===== config.mk =====
export PLATFORM = sky130hd
export DESIGN_NAME = reg_op_sequencer
export DESIGN_NICKNAME = d
export VERILOG_FILES = /design/src/rtl/gb_cpu_pkg.sv /design/src/rtl/mcycle_counter.sv /design/src/rtl/reg_op_sequencer.sv
export SDC_FILE = /design/constraint.sdc
export NUM_CORES = 1
export LEC_CHECK = 0
export BUFFER_PORTS_ARGS = -buffer_cell sky130_fd_sc_hd__buf_2
export CAP_MARGIN = 40
export CORE_AREA = 2 2 56 58
export CTS_CLUSTER_SIZE = 14
export DETAILED_ROUTE_END_ITERATION = 7
export DIE_AREA = 0 0 58 60
export GPL_ROUTABILITY_DRIVEN = 0
export PLACE_DENSITY = 0.73
export SLEW_MARGIN = 20
export SYNTH_ARGS = -nofsm -noshare
export SYNTH_HDL_FRONTEND = slang
export SYNTH_SLANG_ARGS = --single-unit

===== constraint.sdc =====
create_clock -name clk -period 1.9 [get_ports clk]
set_input_delay 0.285 -clock clk [delete_from_list [all_inputs] [get_ports clk]]
set_output_delay 0.285 -clock clk [all_outputs]
set_load 0.1 [all_outputs]

===== src/rtl/gb_cpu_pkg.sv =====
// Shared CPU definitions: register indices, data-in source selects,
// opcode constants, sequencer state encoding and the opcode classifier.
package gb_cpu_pkg;

    // Register select encoding used by the register file
    localparam logic [2:0] REG_B      = 3'd0;
    localparam logic [2:0] REG_C      = 3'd1;
    localparam logic [2:0] REG_D      = 3'd2;
    localparam logic [2:0] REG_E      = 3'd3;
    localparam logic [2:0] REG_H      = 3'd4;
    localparam logic [2:0] REG_L      = 3'd5;
    localparam logic [2:0] REG_HL_IND = 3'd6;
    localparam logic [2:0] REG_A      = 3'd7;

    // Register file data-in mux legs
    localparam logic [1:0] SRC_LOOP = 2'b00;
    localparam logic [1:0] SRC_TB   = 2'b11;

    // Opcodes with a dedicated meaning
    localparam logic [7:0] OP_NOP  = 8'h00;
    localparam logic [7:0] OP_HALT = 8'h76;

    // T-counter width, wide enough for up to 8 clocks per machine cycle
    localparam int unsigned CNT_W = 3;

    typedef enum logic [2:0] {
        ST_IDLE     = 3'd0,
        ST_RD       = 3'd1,
        ST_WR       = 3'd2,
        ST_WAIT_IMM = 3'd3,
        ST_IMM_WR   = 3'd4,
        ST_HALT     = 3'd5
    } seq_state_e;

    typedef enum logic [2:0] {
        OPC_NOP   = 3'd0,
        OPC_LD_RR = 3'd1,
        OPC_LD_RI = 3'd2,
        OPC_HALT  = 3'd3,
        OPC_UNSUP = 3'd4
    } op_class_e;

    // Classify an opcode; any (HL) form falls into OPC_UNSUP.
    // HALT (8'h76) is tested before the LD r,r' pattern it overlaps.
    function automatic op_class_e decode_op(input logic [7:0] opc);
        op_class_e cls_s;
        if (opc == OP_NOP) begin
            cls_s = OPC_NOP;
        end else if (opc == OP_HALT) begin
            cls_s = OPC_HALT;
        end else if ((opc[7:6] == 2'b01) && (opc[5:3] != REG_HL_IND) &&
                     (opc[2:0] != REG_HL_IND)) begin
            cls_s = OPC_LD_RR;
        end else if ((opc[7:6] == 2'b00) && (opc[2:0] == REG_HL_IND) &&
                     (opc[5:3] != REG_HL_IND)) begin
            cls_s = OPC_LD_RI;
        end else begin
            cls_s = OPC_UNSUP;
        end
        return cls_s;
    endfunction

endpackage


===== src/rtl/mcycle_counter.sv =====
// T-state counter for one machine cycle: counts 0..T_PER_M-1 while enabled,
// wraps after the last T, and clears whenever the owner changes state.
module mcycle_counter #(
    parameter int unsigned T_PER_M = 4,
    parameter int unsigned CNT_W   = 3
) (
    input  logic clk,
    input  logic rst,
    input  logic clr,
    input  logic en,
    output logic last
);

    localparam logic [CNT_W-1:0] LAST_T = CNT_W'(T_PER_M - 1);

    logic [CNT_W-1:0] count_r;

    // T-state count register with clear and wrap on the last T
    always_ff @(posedge clk) begin
        if (rst) begin
            count_r <= {CNT_W{1'b0}};
        end else if (clr) begin
            count_r <= {CNT_W{1'b0}};
        end else if (en) begin
            if (count_r == LAST_T) begin
                count_r <= {CNT_W{1'b0}};
            end else begin
                count_r <= count_r + CNT_W'(1);
            end
        end else begin
            count_r <= count_r;
        end
    end

    assign last = en & (count_r == LAST_T);

endmodule


===== src/rtl/reg_op_sequencer.sv =====
// Register-transfer sequencer: accepts NOP, LD r,r', LD r,d8 and HALT from
// fetch and steps the register file through read/write machine cycles.
// Enables depend only on state and T-counter, never directly on op.
module reg_op_sequencer
    import gb_cpu_pkg::*;
#(
    parameter int unsigned T_PER_M = 4,
    parameter int unsigned SEL_W   = 3
) (
    input  logic             clk,
    input  logic             rst,
    input  logic             op_valid,
    input  logic [7:0]       op,
    output logic             op_ready,
    input  logic             imm_valid,
    input  logic [7:0]       imm_data,
    output logic             imm_ready,
    output logic [7:0]       imm_out,
    input  logic             wake,
    output logic             reg_rd_en,
    output logic [SEL_W-1:0] reg_rd_sel,
    output logic             reg_wr_en,
    output logic [SEL_W-1:0] reg_wr_sel,
    output logic [1:0]       reg_src_sel,
    output logic             busy,
    output logic             halted,
    output logic             op_unsupported
);

    seq_state_e       state_r;
    seq_state_e       state_next_s;
    op_class_e        op_class_s;
    logic             accept_s;
    logic             imm_take_s;
    logic             cnt_en_s;
    logic             cnt_clr_s;
    logic             last_t_s;
    logic [SEL_W-1:0] rd_sel_r;
    logic [SEL_W-1:0] wr_sel_r;
    logic [SEL_W-1:0] dst_r;
    logic [1:0]       src_sel_r;
    logic [7:0]       imm_out_r;
    logic             op_unsup_r;

    assign op_class_s = decode_op(op);
    assign accept_s   = (state_r == ST_IDLE) & op_valid;
    assign imm_take_s = (state_r == ST_WAIT_IMM) & imm_valid;
    assign cnt_en_s   = (state_r == ST_RD) | (state_r == ST_WR) | (state_r == ST_IMM_WR);
    assign cnt_clr_s  = (state_next_s != state_r);

    mcycle_counter #(
        .T_PER_M (T_PER_M),
        .CNT_W   (CNT_W)
    ) u_tcnt (
        .clk  (clk),
        .rst  (rst),
        .clr  (cnt_clr_s),
        .en   (cnt_en_s),
        .last (last_t_s)
    );

    // State register
    always_ff @(posedge clk) begin
        if (rst) begin
            state_r <= ST_IDLE;
        end else begin
            state_r <= state_next_s;
        end
    end

    // Next-state decode
    always_comb begin
        state_next_s = state_r;
        case (state_r)
            ST_IDLE: begin
                if (op_valid) begin
                    case (op_class_s)
                        OPC_LD_RR: state_next_s = ST_RD;
                        OPC_LD_RI: state_next_s = ST_WAIT_IMM;
                        OPC_HALT:  state_next_s = ST_HALT;
                        default:   state_next_s = ST_IDLE;
                    endcase
                end else begin
                    state_next_s = ST_IDLE;
                end
            end
            ST_RD: begin
                if (last_t_s) begin
                    state_next_s = ST_WR;
                end else begin
                    state_next_s = ST_RD;
                end
            end
            ST_WR, ST_IMM_WR: begin
                if (last_t_s) begin
                    state_next_s = ST_IDLE;
                end else begin
                    state_next_s = state_r;
                end
            end
            ST_WAIT_IMM: begin
                if (imm_valid) begin
                    state_next_s = ST_IMM_WR;
                end else begin
                    state_next_s = ST_WAIT_IMM;
                end
            end
            ST_HALT: begin
                if (wake) begin
                    state_next_s = ST_IDLE;
                end else begin
                    state_next_s = ST_HALT;
                end
            end
            default: state_next_s = ST_IDLE;
        endcase
    end

    // Handshake, status and enable outputs from state and T-counter
    always_comb begin
        op_ready  = 1'b0;
        imm_ready = 1'b0;
        reg_rd_en = 1'b0;
        reg_wr_en = 1'b0;
        busy      = 1'b1;
        halted    = 1'b0;
        case (state_r)
            ST_IDLE: begin
                op_ready = 1'b1;
                busy     = 1'b0;
            end
            ST_RD:       reg_rd_en = last_t_s;
            ST_WR:       reg_wr_en = last_t_s;
            ST_WAIT_IMM: imm_ready = imm_valid;
            ST_IMM_WR:   reg_wr_en = last_t_s;
            ST_HALT:     halted    = 1'b1;
            default: begin
                op_ready = 1'b0;
                busy     = 1'b1;
            end
        endcase
    end

    // Operand, select, immediate and unsupported-pulse registers; selects
    // are loaded on entry to the state that uses them and then hold.
    always_ff @(posedge clk) begin
        if (rst) begin
            rd_sel_r   <= {SEL_W{1'b0}};
            wr_sel_r   <= {SEL_W{1'b0}};
            dst_r      <= {SEL_W{1'b0}};
            src_sel_r  <= SRC_LOOP;
            imm_out_r  <= 8'h00;
            op_unsup_r <= 1'b0;
        end else begin
            op_unsup_r <= accept_s & (op_class_s == OPC_UNSUP);
            if (accept_s && (op_class_s == OPC_LD_RR)) begin
                rd_sel_r <= SEL_W'(op[2:0]);
                dst_r    <= SEL_W'(op[5:3]);
            end
            if (accept_s && (op_class_s == OPC_LD_RI)) begin
                dst_r <= SEL_W'(op[5:3]);
            end
            if ((state_r == ST_RD) && last_t_s) begin
                wr_sel_r  <= dst_r;
                src_sel_r <= SRC_LOOP;
            end
            if (imm_take_s) begin
                imm_out_r <= imm_data;
                wr_sel_r  <= dst_r;
                src_sel_r <= SRC_TB;
            end
        end
    end

    assign reg_rd_sel     = rd_sel_r;
    assign reg_wr_sel     = wr_sel_r;
    assign reg_src_sel    = src_sel_r;
    assign imm_out        = imm_out_r;
    assign op_unsupported = op_unsup_r;

endmodule


==> impl_metrics.csv <==
group,metric,value,unit
layout,layout-drive-gt1-share,34.0,%
die,die_h,60,um
critical_path,end_kind,"output pin",
run_status,status,"finished clean",
die,start_util,46.7,%
min_path,min_from,"imm_data[7]",
timing,hold_slack,0.174,ns
critical_path,start_kind,"flop",
routing,first_iter_violations,34,
run,drv_cap,0,
layout,fill_cells,260,
routing,wl_per_cell,13.0,um
timing,timing_hold_violations_final,0,
layout,num_antenna_cells,0,
critical_path,max_stage_delay,0.38,ns
synthesis,yosys_register_bits,25,
routing,detail-route-antenna-nets,0,
pwr,peakVddDrop,0.377,mV
die,die-area,0.00348,mm^2
critical_path,cp_data_arrival_time,1.52,ns
routing,dr.pass1.iters,4,
timing,post-route-min-period,1.81,ns
timing,timing.fmax,0.554,GHz
routing,route.detailed.drc,0,
critical_path,crit_fanout,5,
placed_design,dp_hpwl,2390,um
layout,regArea,505,um^2
clocking,htreeDepth,1,
critical_path,startpoint,"u_tcnt.count_r[0]$_SDFFE_PP0P_",
pwr,p_int,0.000675,W
critical_path,crit_type,"flop to output pin",
critical_path,cp_cell_sequence,"ha_4, nor3b_4, a21boi_4, buf_12",
grt,grt_first_pass_wirelength,5070,um
clocking,clk_pin_slew,0.14,ns
clocking,cts_root_buf,"clkbuf_4",
pwr,pwr_density_cell,541,mW/mm^2
timing,finalCritPeriodShare,95.0,%
die,core,0.00290,mm^2
clocking,cts_buffers,3,
synthesis,synth_flop_cell,"dfxtp_1",
clocking,cts.sink_count,25,
critical_path,cp_top_family,"flip-flops",
routing,viasPerCell,5.46,
synthesis,syn_avg_cell_area,8.32,um^2
critical_path,path_buf_inv,1,
pwr,p_clk_share,25.9,%
grt,overflow,0,
routing,vias,1306,
die,rows,20,
die,io_pins,44,
grt,first_global_vias,1168,
placed_design,io_buffers,43,
grt,grt_antenna_before_repair,0,
layout,fin_nets,229,
synthesis,syn-cell-area,0.00136,mm^2
synthesis,synth-edff-count,0,
pwr,p_leak,0.765,nW
synthesis,syn-num-nets,185,
clocking,tritoncts,"built",
synthesis,synth_cell_types,44,
grt,grt_usage,18.6,%
layout,syn_to_final_growth,30.3,%
layout,layout_common_cells,"39 x buf_2, 21 x dfxtp_1, 20 x nand2_1",
synthesis,synth-async-reset-ratio,0,%
routing,wl,3110,um
pwr,combPwrFrac,17.8,%
clocking,clk_path_buf_depth,2,
pwr,p_total,0.000956,W
synthesis,synth_cells,163,
timing,slew_headroom,67.5,%
critical_path,crit_slowest_cell,"dfxtp_2",
die,die_width,58,um
grt,grt_max_degree,29,
layout,fin_cells,239,
layout,multi_input_area,820,um^2
critical_path,r2r_start,"state_r[2]$_SDFF_PP0_",
timing,rsz0062_at_grt,"no",
pwr,switching_share,29.4,%
clocking,clock_latency,0.32,ns
min_path,hold_class,"primary input to flop",
pwr,seq_power_share,56.3,%
critical_path,crit_required,1.62,ns
timing,fin_tns_setup,0,ns
synthesis,synth_seq_area_share,36.9,%
timing,tightest_slew,0.491,ns
timing,report.final.slew_viol_count,0,
placed_design,placed_cells,234,
layout,mostFrequentLayoutCell,"buf_2",
timing,skew,0.00326,ns
layout,final_core_util,60.9,%
synthesis,yosys_warnings,0,
pwr,p_sw,0.000282,W
timing,setup_viol_count_final,0,
==> kinds of logic (layout without fill, tap and decap cells) <==
kind of cell / count (synthesis) / count (layout) / synth area share [%]
adder cells (fa/ha/maj): 1 / 1 / 0.922
multiplexers: 9 / 9 / 6.64
buffers and inverters: 18 / 61 / 6.00
XOR/XNOR: 3 / 3 / 1.94
AND/OR/NAND/NOR: 71 / 71 / 30.7
flip-flops: 25 / 25 / 36.9
AO/OA/AOI/OAI: 36 / 36 / 16.9
==> power groups by stage <==
stage	sequential [W]	combinational, W	clock, W
6_report	0.000539	0.000170	0.000247
5_1_grt	0.000540	0.000183	0.000269
4_1_cts	0.000538	0.000167	0.000250
3_5_place_dp	0.000549	0.000165	0
3_3_place_gp	0.000548	0.000161	0
2_1_floorplan	0.000574	0.0000881	0
==> area by class of cell <==
type                    instances  share of cell area (%)
multi-input cells             120                    46.4
flip-flops and latches         25                    28.6
repair buffers                 49                    18.6
inverters                       8                    2.41
well taps                      33                    2.34
clock buffers                   3                    1.27
clock inverters                 1                   0.425
==> synthesized netlist by cell type (all sizes together) (2+ instances only) <==
cell type	number	share of area, %
a21boi	2	1.1
a21oi	17	6.3
a31oi	3	1.4
buf	2	1.4
clkbuf	8	2.3
dfxtp	25	37
inv	7	1.9
mux2i	9	6.6
nand2	20	5.5
nand2b	13	6.0
nand3	3	1.1
nand3b	2	1.1
nor2	9	2.5
nor2b	2	0.92
nor3	4	2.2
nor3b	5	2.8
nor4	3	1.4
o21ai	5	1.8
o221ai	2	1.3
xnor2	2	1.3
==> per-stage QoR <==
step	cell area [um^2]	worst slack, ns
3_5_place_dp	1680	0.160
2_1_floorplan	1370	-0.139
3_3_place_gp	1680	0.231
5_1_grt	1770	0.0230
6_report	1770	0.0941
4_1_cts	1720	-0.00837
==> worst reg2reg max path, stage by stage, from the launching register on <==
cell and delay, ns:
dfxtp_2 0.41, or3_4 0.40, clkinv_8 0.08, nand3b_1 0.13
nor3_2 0.38, mux2i_1 0.22
==> metal layers <==
metal | track usage [%] | wire length [um] | share of wire, %
met1 | 21.4 | 1300 | 42
met2 | 34.6 | 1650 | 53
met3 | 2.81 | 127 | 4.1
met4 | 6.64 | 41 | 1.3
met5 | 0 | 0 | 0
==> registers in the layout (all words and copies together) (netlist names) <==
signal          cells
op_unsupported      1
dst_r               3
reg_rd_sel          3
state_r             3
imm_out             8
reg_src_sel         1
reg_wr_sel          3
u_tcnt.count_r      3
==> timing repair <==
item,in CTS,in global routing
hold buffers,0,0
endpoints found under the setup margin,4,3
gates resized for setup,5,9
setup buffers,0,1
pin swaps,0,0
==> final timing paths <==
check                       endpoint  slack, ns  cells after the start
max                        reg_wr_en       0.09                      4
min          imm_out[7]$_SDFFE_PP0P_       0.17                      3
max reg2reg    dst_r[0]$_SDFFE_PP0P_       0.22                      5
min reg2reg  imm_out[7]$_SDFFE_PP0P_       0.46                      2
(Power assumes the default switching activity.)
